$ cat src/rtl/phi_pkg.sv
// ---------------------------------------------------------------------------
// phi_pkg
//
// Purpose : Definitions shared by the phi sequencer, its read pipeline and the
//           phi evaluator. The package holds the sequencer state enum, the
//           default geometry of one phi evaluation and the vector typedefs
//           used to carry T values and phi results.
//
// Contents:
//   phi_width()      - address/counter width for a given count (never below 1)
//   PHI_*            - default geometry (T width, formant count, nu values,
//                      interval depth, memory read latency, wait timeout)
//   PHI_CNT_W        - width of an interval count 0..K_MAX
//   PHI_ADDR_W       - width of a T-memory address 0..K_MAX-1
//   PHI_TO_W         - width of the result-wait timeout counter
//   phi_seq_state_t  - sequencer FSM states
//   t_vec_t/f_vec_t  - one interval of T values / one set of phi results
// ---------------------------------------------------------------------------
package phi_pkg;

  // Width needed to hold 0..depth-1, clamped to one bit so that degenerate
  // depths never produce zero-width vectors.
  function automatic int phi_width(input int depth);
    return (depth <= 2) ? 1 : $clog2(depth);
  endfunction

  localparam int PHI_BIT_WIDTH    = 32;
  localparam int PHI_FORMANTS     = 5;
  localparam int PHI_NU_VALUES    = 3;
  localparam int PHI_K_MAX        = 16;
  localparam int PHI_READ_LATENCY = 2;
  localparam int PHI_TIMEOUT      = 4096;

  localparam int PHI_CNT_W  = phi_width(PHI_K_MAX + 1);
  localparam int PHI_ADDR_W = phi_width(PHI_K_MAX);
  localparam int PHI_TO_W   = phi_width(PHI_TIMEOUT);

  typedef enum logic [2:0] {
    ST_IDLE  = 3'd0,
    ST_KICK  = 3'd1,
    ST_ISSUE = 3'd2,
    ST_DRAIN = 3'd3,
    ST_WAIT  = 3'd4,
    ST_DONE  = 3'd5
  } phi_seq_state_t;

  // Element 0 sits in the least significant BIT_WIDTH bits of the flat bus.
  typedef logic [PHI_NU_VALUES-1:0][PHI_BIT_WIDTH-1:0] t_vec_t;
  typedef logic [PHI_FORMANTS-1:0][PHI_BIT_WIDTH-1:0]  f_vec_t;

endpackage

$ cat src/rtl/phi_rd_pipe.sv
// ---------------------------------------------------------------------------
// phi_rd_pipe
//
// Purpose : Fixed-latency valid tracker for a BRAM-style reader. A read strobe
//           entering on valid_i leaves on valid_o exactly LATENCY cycles later,
//           lined up with the memory's read data. A synchronous flush drops
//           every read still in flight, including one presented in the same
//           cycle as the flush.
//
// Ports:
//   clk_i       - clock
//   rst_ni      - asynchronous active-low reset, empties the pipeline
//   valid_i     - read strobe issued this cycle
//   flush_i     - discard all in-flight reads at the next edge
//   valid_o     - read data is valid this cycle
//   inflight_o  - a read is still in flight behind the one now on valid_o,
//                 i.e. the pipeline will not be empty next cycle even if no
//                 new read is issued
// ---------------------------------------------------------------------------
module phi_rd_pipe #(
  parameter int LATENCY = 2
) (
  input  logic clk_i,
  input  logic rst_ni,
  input  logic valid_i,
  input  logic flush_i,
  output logic valid_o,
  output logic inflight_o
);

  // Every stage except the output stage. Empty for LATENCY = 1.
  localparam logic [LATENCY-1:0] EARLY_MASK = LATENCY'((1 << (LATENCY - 1)) - 1);

  // Stage 0 (LSB) holds the youngest read, stage LATENCY-1 the oldest.
  logic [LATENCY-1:0] stage_q, stage_d;

  always_comb begin
    stage_d = (stage_q << 1) | LATENCY'(valid_i);
    if (flush_i) begin
      stage_d = '0;
    end
  end

  always_ff @(posedge clk_i or negedge rst_ni) begin
    if (!rst_ni) begin
      stage_q <= '0;
    end else begin
      stage_q <= stage_d;
    end
  end

  assign valid_o    = stage_q[LATENCY-1];
  assign inflight_o = |(stage_q & EARLY_MASK);

endmodule

$ cat src/rtl/phi_sequencer.sv
// ---------------------------------------------------------------------------
// phi_sequencer
//
// Purpose : Runs one phi evaluation per utterance frame. On an accepted start
//           it kicks phi, streams N intervals of T values from the T-value
//           memory into phi with a contiguous valid burst, waits for phi's
//           results, latches them and reports done or timeout.
//
// Ports:
//   clk_in            - system clock
//   rst_in            - asynchronous active-low reset
//   start_in          - request one evaluation (sampled only while idle)
//   num_intervals_in  - interval count N, sampled together with start_in
//   abort_in          - cancel the evaluation in progress
//   t_rd_out          - T-memory read strobe
//   t_addr_out        - T-memory address (0 whenever no read is issued)
//   t_data_in         - T-memory read data, READ_LATENCY cycles after t_rd_out
//   phi_start_out     - phi input_start
//   phi_valid_out     - phi input_valid
//   phi_t_out         - phi T_vals, zero whenever phi_valid_out is low
//   phi_data_in       - phi output_data
//   phi_valid_in      - phi output_valid
//   result_out        - results of the last completed evaluation
//   busy_out          - evaluation in progress
//   done_out          - one-cycle pulse, result_out holds new results
//   err_out           - one-cycle pulse after a rejected start or a timeout
//
// Handshake: phi_start_out is a single-cycle pulse, followed by exactly N
// cycles of phi_valid_out with no gaps, each carrying one interval on
// phi_t_out. phi_valid_in is a single-cycle qualifier for phi_data_in and is
// honoured only while the sequencer is waiting for results; anywhere else it
// is dropped. There is no back-pressure in either direction.
//
// The FSM state is held in state_q (phi_seq_state_t) for observation.
// ---------------------------------------------------------------------------
module phi_sequencer
  import phi_pkg::*;
#(
  parameter int BIT_WIDTH    = PHI_BIT_WIDTH,
  parameter int FORMANTS     = PHI_FORMANTS,
  parameter int NU_VALUES    = PHI_NU_VALUES,
  parameter int K_MAX        = PHI_K_MAX,
  parameter int READ_LATENCY = PHI_READ_LATENCY,
  parameter int TIMEOUT      = PHI_TIMEOUT
) (
  input  logic                              clk_in,
  input  logic                              rst_in,
  input  logic                              start_in,
  input  logic [phi_width(K_MAX+1)-1:0]     num_intervals_in,
  input  logic                              abort_in,
  output logic                              t_rd_out,
  output logic [phi_width(K_MAX)-1:0]       t_addr_out,
  input  logic [BIT_WIDTH*NU_VALUES-1:0]    t_data_in,
  output logic                              phi_start_out,
  output logic                              phi_valid_out,
  output logic [BIT_WIDTH*NU_VALUES-1:0]    phi_t_out,
  input  logic [BIT_WIDTH*FORMANTS-1:0]     phi_data_in,
  input  logic                              phi_valid_in,
  output logic [BIT_WIDTH*FORMANTS-1:0]     result_out,
  output logic                              busy_out,
  output logic                              done_out,
  output logic                              err_out
);

  localparam int CNT_W  = phi_width(K_MAX + 1);
  localparam int ADDR_W = phi_width(K_MAX);
  localparam int TO_W   = phi_width(TIMEOUT);
  localparam int RES_W  = BIT_WIDTH * FORMANTS;

  localparam logic [CNT_W-1:0] N_MAX   = CNT_W'(K_MAX);
  localparam logic [CNT_W-1:0] N_ONE   = CNT_W'(1);
  localparam logic [TO_W-1:0]  TO_LAST = TO_W'(TIMEOUT - 1);

  // -------------------------------------------------------------------------
  // State
  // -------------------------------------------------------------------------
  phi_seq_state_t     state_q, state_d;
  logic [CNT_W-1:0]   n_q, n_d;           // intervals in this evaluation
  logic [ADDR_W-1:0]  addr_q, addr_d;     // next T-memory address
  logic [TO_W-1:0]    to_cnt_q, to_cnt_d; // cycles spent waiting for phi
  logic [RES_W-1:0]   result_q, result_d;
  logic               err_q, err_d;

  // Combinational controls
  logic rd_issue;
  logic kick;
  logic done_pulse;
  logic pipe_flush;
  logic pipe_valid;
  logic pipe_inflight;
  logic n_ok;
  logic last_addr;

  assign n_ok      = (num_intervals_in != '0) && (num_intervals_in <= N_MAX);
  assign last_addr = (CNT_W'(addr_q) == (n_q - N_ONE));

  // -------------------------------------------------------------------------
  // Next-state / output logic
  // -------------------------------------------------------------------------
  always_comb begin
    state_d    = state_q;
    n_d        = n_q;
    addr_d     = addr_q;
    to_cnt_d   = to_cnt_q;
    result_d   = result_q;
    err_d      = 1'b0;
    rd_issue   = 1'b0;
    kick       = 1'b0;
    done_pulse = 1'b0;
    pipe_flush = 1'b0;

    case (state_q)
      ST_IDLE: begin
        if (start_in) begin
          if (n_ok) begin
            n_d     = num_intervals_in;
            state_d = ST_KICK;
          end else begin
            err_d = 1'b1;
          end
        end
      end

      ST_KICK: begin
        kick    = 1'b1;
        addr_d  = '0;
        state_d = ST_ISSUE;
      end

      ST_ISSUE: begin
        rd_issue = 1'b1;
        if (last_addr) begin
          state_d = ST_DRAIN;
        end else begin
          addr_d = addr_q + ADDR_W'(1);
        end
      end

      // Leave as soon as only the oldest read remains: it is delivered this
      // cycle, so WAIT starts the cycle after the last phi_valid_out.
      ST_DRAIN: begin
        if (!pipe_inflight) begin
          to_cnt_d = '0;
          state_d  = ST_WAIT;
        end
      end

      // A response on the final counted cycle still wins over the timeout.
      ST_WAIT: begin
        if (phi_valid_in) begin
          result_d = phi_data_in;
          state_d  = ST_DONE;
        end else if (to_cnt_q == TO_LAST) begin
          err_d   = 1'b1;
          state_d = ST_IDLE;
        end else begin
          to_cnt_d = to_cnt_q + TO_W'(1);
        end
      end

      ST_DONE: begin
        done_pulse = 1'b1;
        state_d    = ST_IDLE;
      end

      default: begin
        state_d = ST_IDLE;
      end
    endcase

    // Abort overrides whatever the state above decided: back to idle, drop
    // in-flight reads, keep the old results and report nothing.
    if (abort_in && (state_q != ST_IDLE)) begin
      state_d    = ST_IDLE;
      result_d   = result_q;
      err_d      = 1'b0;
      done_pulse = 1'b0;
      pipe_flush = 1'b1;
    end
  end

  // -------------------------------------------------------------------------
  // Registers
  // -------------------------------------------------------------------------
  always_ff @(posedge clk_in or negedge rst_in) begin
    if (!rst_in) begin
      state_q  <= ST_IDLE;
      n_q      <= '0;
      addr_q   <= '0;
      to_cnt_q <= '0;
      result_q <= '0;
      err_q    <= 1'b0;
    end else begin
      state_q  <= state_d;
      n_q      <= n_d;
      addr_q   <= addr_d;
      to_cnt_q <= to_cnt_d;
      result_q <= result_d;
      err_q    <= err_d;
    end
  end

  // -------------------------------------------------------------------------
  // Read pipeline: turns each read strobe into phi_valid_out READ_LATENCY
  // cycles later, when the matching T values are on t_data_in.
  // -------------------------------------------------------------------------
  phi_rd_pipe #(
    .LATENCY (READ_LATENCY)
  ) u_rd_pipe (
    .clk_i      (clk_in),
    .rst_ni     (rst_in),
    .valid_i    (rd_issue),
    .flush_i    (pipe_flush),
    .valid_o    (pipe_valid),
    .inflight_o (pipe_inflight)
  );

  // -------------------------------------------------------------------------
  // Outputs
  // -------------------------------------------------------------------------
  assign t_rd_out      = rd_issue;
  assign t_addr_out    = rd_issue ? addr_q : '0;
  assign phi_start_out = kick;
  assign phi_valid_out = pipe_valid;
  // Memory data is only meaningful on valid cycles; keep the bus quiet
  // otherwise so phi never sees stale T values.
  assign phi_t_out     = pipe_valid ? t_data_in : '0;
  assign result_out    = result_q;
  assign busy_out      = (state_q != ST_IDLE);
  assign done_out      = done_pulse;
  assign err_out       = err_q;

endmodule

$ cat config.mk
export PLATFORM = sky130hd
export DESIGN_NAME = phi_sequencer
export DESIGN_NICKNAME = d
export VERILOG_FILES = /design/src/rtl/phi_pkg.sv /design/src/rtl/phi_rd_pipe.sv /design/src/rtl/phi_sequencer.sv
export SDC_FILE = /design/constraint.sdc
export NUM_CORES = 1
export LEC_CHECK = 0
export ABC_AREA = 1
export CORE_AREA = 8 8 199 201
export DETAILED_ROUTE_END_ITERATION = 10
export DIE_AREA = 0 0 207 209
export GPL_TIMING_DRIVEN = 0
export SYNTH_ARGS = -nofsm -noshare
export SYNTH_HDL_FRONTEND = slang
export SYNTH_SLANG_ARGS = --single-unit
$ cat constraint.sdc
create_clock -name clk_in -period 2.8 [get_ports clk_in]
set_input_delay 0.56 -clock clk_in [delete_from_list [all_inputs] [get_ports clk_in]]
set_output_delay 0.56 -clock clk_in [all_outputs]
set_load 0.005 [all_outputs]
### Word-level counts from Yosys, hierarchy flattened

Index checks and enable logic that the tools add are counted.

| cells by class | value |
|---|---|
| add/subtract/negate cells | 3 |
| multiply operators | 0 |
| divide/modulo/power cells | 0 |
| $lt $le $gt $ge | 1 |
| eq/ne operators | 16 |
| shifts and indexed selects | 0 |
| multiplexer cells | 28 |
| bitwise logic cells | 2 |
| reductions and logical operators | 12 |

Operators with widths:

| cell | number |
|---|---|
| 2-to-1 mux 96 bit | 1 |
| 2-to-1 mux 12 bit | 3 |
| case mux 12 bit (2 select lines) | 1 |
| 2-to-1 mux 3 bit | 7 |
| case mux 3 bit (5 select lines) | 1 |
| adder 12 x 1 -> 12 bit, second input constant | 1 |
| == test 12 bit, second input constant | 1 |
| != test 3 bit, second input constant | 4 |
| 2-to-1 mux 1 bit | 10 |
| 2-to-1 mux 4 bit | 2 |
| != test 2 bit, second input constant | 4 |
| case mux 4 bit (2 select lines) | 1 |
| == test 3 x 2 -> 1 bit, second input constant | 2 |
| == test 3 bit, second input constant | 2 |
| AND reduction 3 bit | 2 |
| == test 4 x 5 -> 1 bit | 1 |
| <= comparator 5 bit, second input constant | 1 |
| AND reduction 5 bit | 1 |
| nonzero test 5 bit | 1 |
| subtractor 5 x 1 -> 5 bit, second input constant | 1 |
| adder 4 x 1 -> 4 bit, second input constant | 1 |
| != test 4 bit, second input constant | 1 |
| AND reduction 4 bit | 1 |
| nonzero test 2 bit | 2 |
| other kinds (9) | 10 |

| word-level totals | value |
|---|---|
| register bits | 187 |
| latch bits | 0 |
| RAM bits | 0 |
| ROM bits | 0 |
| bits of input ports | 266 |
| output and inout bits | 266 |
| memories kept | 0 |

### Depth between registers and ports, before layout

| logic depth | value |
|---|---|
| depth in word-level cells | 6 |
| depth in mapped cells | 12 |
| depth with buffers taken out | 12 |

### Hierarchy

A second synthesis with hierarchy kept.

| second synthesis, totals | value |
|---|---|
| cell total of the unflattened synthesis | 779 |
| area total of the unflattened synthesis | 8,390.5 um^2 |

By module, submodules not included:

| module | times used | cells each | area an instance (um^2) | seq. area each (um^2) |
|---|---|---|---|---|
| phi_sequencer | 1 | 773 | 8,325.5 | 4,629.4 |
| phi_rd_pipe | 1 | 6 | 65.1 | 50.0 |

### Worst setup path before layout

No wires, ideal clock.

| timing path | value |
|---|---|
| path type | register -> register |
| start | register state_q[0] |
| end | register result_q[0], in the netlist result_out[0] |
| library setup time | 127 ps |
| arrival | 1,679 ps |
| slack | 994 ps |
| cell stages (with the launch flop) | 7 |
| path buffers | 2 |
| period minus slack after synthesis | 1,806 ps |
| cell sequence | dfrtp_1 -> nor3_4 -> nand2_2 -> nor2_4 -> buf_12 -> buf_8 -> mux2_1 |

| between the ends | value |
|---|---|
| longest elaborated chain between the ends | 4 |

RTL lines:

| element | RTL line | source |
|---|---|---|
| start: declaration | phi_sequencer.sv:77 | `phi_seq_state_t state_q, state_d;` |
| start signal: assignment | phi_sequencer.sv:194 | `state_q <= state_d;` |
| nonzero test 3 bit | phi_sequencer.sv:173 | `if (abort_in && (state_q != ST_IDLE)) begin` |
| logical AND 1 bit | phi_sequencer.sv:173 |  |
| inverter 1 bit (no line) | n/a |  |
| AND reduction 3 bit (no line) (*) | n/a |  |
| end signal: assignment | phi_sequencer.sv:198 | `result_q <= result_d;` |
| end: declaration | phi_sequencer.sv:81 | `logic [RES_W-1:0] result_q, result_d;` |

Every way passes the cells marked *; elsewhere a longest branch is shown, timed or not.
A chain may end at the register's enable or synchronous reset.

### Worst setup path after layout

| timing path | value |
|---|---|
| start | register u_rd_pipe.stage_q[1] |
| end | output phi_t_out[94] |

| between the ends | value |
|---|---|
| longest elaborated chain between the ends | 1 |

RTL lines:

| element | RTL line | source |
|---|---|---|
| start: declaration | phi_rd_pipe.sv:35 | `logic [LATENCY-1:0] stage_q, stage_d;` |
| start signal: assignment | phi_rd_pipe.sv:48 | `stage_q <= stage_d;` |
| 2-to-1 mux 96 bit | phi_sequencer.sv:227 | `assign phi_t_out = pipe_valid ? t_data_in : '0;` |
| end: declaration | phi_sequencer.sv:56 | `output logic [BIT_WIDTH*NU_VALUES-1:0] phi_t_out,` |

Every way passes these cells.

==> metrics <==
status=complete, no violations; drc violations=0; Worst-Margin Slew=0.8714 ns; Setup WS pre-CTS=-0.04324 ns; area of the multi-input gates=0.003039 sq mm; Worst Path Arrival=2.11 ns; top cell type's share of synthesized area=55.23%; Setup CP Type=register to output port; Root Buffer=clkbuf_16; vias in the first global route=8083; post-synth top area cell=dfrtp_1; Total Wirelength=37610 um; Metal-1 WL=12760 um; Synth Cell Area=0.008473 sq mm; final hold vios=0; DRT antenna net count=0; met3 wire length=3340 um; fin crit period=2.671 ns; sequential area share after synthesis=55.23%; RePlAce Congestion=0.7992; clock sink count=187; R2R cell count=7; initial antenna violation count=6; average size of a mapped cell=10.85 sq um; first-pass GRT wire length=55010 um; Max VDD drop=520.1 uV; Worst R2R End=result_out[89]; Hold WC Path Type=input pin to async pin; CTS tree=yes; clk buf depth=2; die area=0.04326 sq mm; chip height=209 um; global route overflow=0; Max Cap Viol=0; Slowest cell on crit path=clkdlybuf4s50_1; layout cells sized above 1=9.152%; largest net degree at the start of global routing=106; drt wl/cell=20.72 um; worst rel slew slack=41.91%; Syn Nets=1050; RSZ-0062 raised after global routing=false; Synth area leaders=dfrtp_1 55%, mux2_1 13%, mux2_2 8.0%; FF/Latch Area=0.004682 sq mm; CP endpoint kind=output port; area delta synth->final=77.14%; core area=0.03626 sq mm; cell family with the largest share of critical-path delay=buffers and inverters; Syn Inst Count=781; setup slack after layout=0.1288 ns; CP startpoint kind=register; Critical path buffers and inverters=4; max frequency=0.3744 GHz; Req. time, crit path=2.24 ns; number of fill cells=3537; Worst-Skew Late Latency=0.44 ns; Initial Util=23.37%; worst r2r src=state_q[2]; Total Routing Usage GR=17.07%; Cell Pwr Density=714.5 mW/mm^2; Site Rows=70; number of synthesized register bits=187; DR vias/cell=4.171; DP HPWL=31740 um; Post-Layout Inst Area=0.01501 sq mm; Die X=207 um; max-slew violation count=0; delay of the slowest critical-path stage=0.63 ns; nets=1601; Post-DP Area=0.01441 sq mm; CTS Buf Count=17; num ports=532; routed via count=7571; H-tree depth=4; Starting DRT DRC Count=275; placed cells=1781; final worst path period share=95.40%; port bufs=531; Leak=7.346 nW; Clk pin slew, worst setup/hold paths=0.08 ns; # hold bufs at CTS=0; final instance count without filler cells=1815; # setup viols final=0; Yosys warnings=0; drt first pass iters=4; largest fanout on the critical path=10; Final TNS setup=0 ns; DR WL met2=20870 um; Setup Skew=0.009015 ns; Cell Chain, Critical Path=clkbuf_4 > buf_2 > nand2_1 > inv_1 > clkdlybuf4s50_1; Yosys cell types=29; Reg2Reg Setup Slack=0.51 ns; highest layer used for signal routing=met5
==> power by group <==
| part | total, mW | internal (mW) | switching (mW) |
|---|---|---|---|
| logic | 4.22 | 2.63 | 1.59 |
| clock network | 2.46 | 1.33 | 1.13 |
| registers | 4.04 | 3.56 | 0.480 |
| total | 10.7 | 7.53 | 3.20 |
==> worst max-delay path by stage <==
stage                         start            end  depth (start not counted)
3_5_place_dp   u_rd_pipe.stage_q[1]  phi_t_out[59]                          6
6_report       u_rd_pipe.stage_q[1]  phi_t_out[94]                          5
3_3_place_gp                 rst_in         n_q[2]                          1
5_1_grt        u_rd_pipe.stage_q[1]  phi_t_out[59]                          5
4_1_cts                  state_q[1]  t_addr_out[1]                          5
2_1_floorplan            state_q[0]  result_out[0]                          6
==> state kept, by name, indices dropped and copies added, names as in the netlist <==
signal	count
u_rd_pipe.stage_q	2
state_q	3
to_cnt_q	12
n_q	5
err_out	1
addr_q	4
result_out	160
==> per-stage QoR <==
step | util [%] | power (mW) | hold slack (ns)
2_1_floorplan | - | 5.339 | 0.2644
3_3_place_gp | 39.64 | 8.284 | 0.4671
3_5_place_dp | 39.73 | 8.346 | 0.4727
4_1_cts | 41.36 | 10.91 | 0.1794
5_1_grt | 41.39 | 11.38 | 0.1972
6_report | 41.39 | 10.72 | 0.1187
==> cells in the mapped netlist <==
cell / n
dfrtp_1: 187
nand2_1: 159
inv_1: 132
mux2_1: 100
mux2_2: 60
nor2_1: 28
nand3_1: 27
o21ai_0: 15
buf_8: 10
nor3_1: 9
buf_4: 7
clkbuf_1: 7
nand4_1: 7
xor2_1: 7
a21oi_1: 6
buf_1: 4
ha_1: 3
xnor2_1: 2
a31oi_1: 1
buf_12: 1
inv_2: 1
nand2_2: 1
nand3_2: 1
nand3b_1: 1
nor2_4: 1
nor3_2: 1
nor3_4: 1
nor4_1: 1
o21bai_1: 1
==> kinds of logic after synthesis <==
logic type,Yosys count,share of synthesized area [%]
AO/OA/AOI/OAI,23,1.403
XOR/XNOR,9,0.9304
adder cells (fa/ha/maj),3,0.4430
buffers and inverters,162,9.008
flip-flops,187,55.23
multiplexers,160,21.26
AND/OR/NAND/NOR,237,11.72
==> final cells by class <==
type                            count  area share, %
Antenna cell                        3        0.05002
Sequential cell                   187          31.19
Timing Repair Buffer              533          35.67
Inverter                          133          3.326
Multi-Input combinational cell    432          20.25
Clock inverter                     11         0.9086
Buffer                             28          1.792
Clock buffer                       20          2.909
Tap cell                          468          3.901
==> timing repair <==
item                                   CTS  global route
resized for setup                        9             2
endpoints found under the hold margin    0             0
setup endpoints to repair               50             2
pin swaps                                1             0
setup buffers                            1             0
==> cell usage in the layout (no fill, tap or decap), types with 2 or more instances in the layout <==
cell type	synthesis	layout
buf_8	10	11
ha_1	3	3
clkinv_4	0	3
clkdlybuf4s50_1	0	529
mux2_1	100	100
bufinv_16	0	2
o21ai_0	15	15
a21oi_1	6	6
clkbuf_16	0	17
nand4_1	7	7
buf_2	0	4
xor2_1	7	7
inv_1	132	132
inv_6	0	3
nor3_1	9	9
nand3_1	27	27
diode_2	0	3
mux2_2	60	60
nand2_1	159	159
buf_4	7	8
dfrtp_1	187	185
clkbuf_1	7	8
dfrtp_2	0	2
nor3_4	1	2
nor2_1	28	27
xnor2_1	2	2
==> routing by layer <==
metal	track usage (%)	up-vias
li1	-	3571
met1	16.04	3628
met4	4.683	2
met3	7.243	36
met5	0	-
met2	33.26	334
Power figures use the tool's default switching activity.
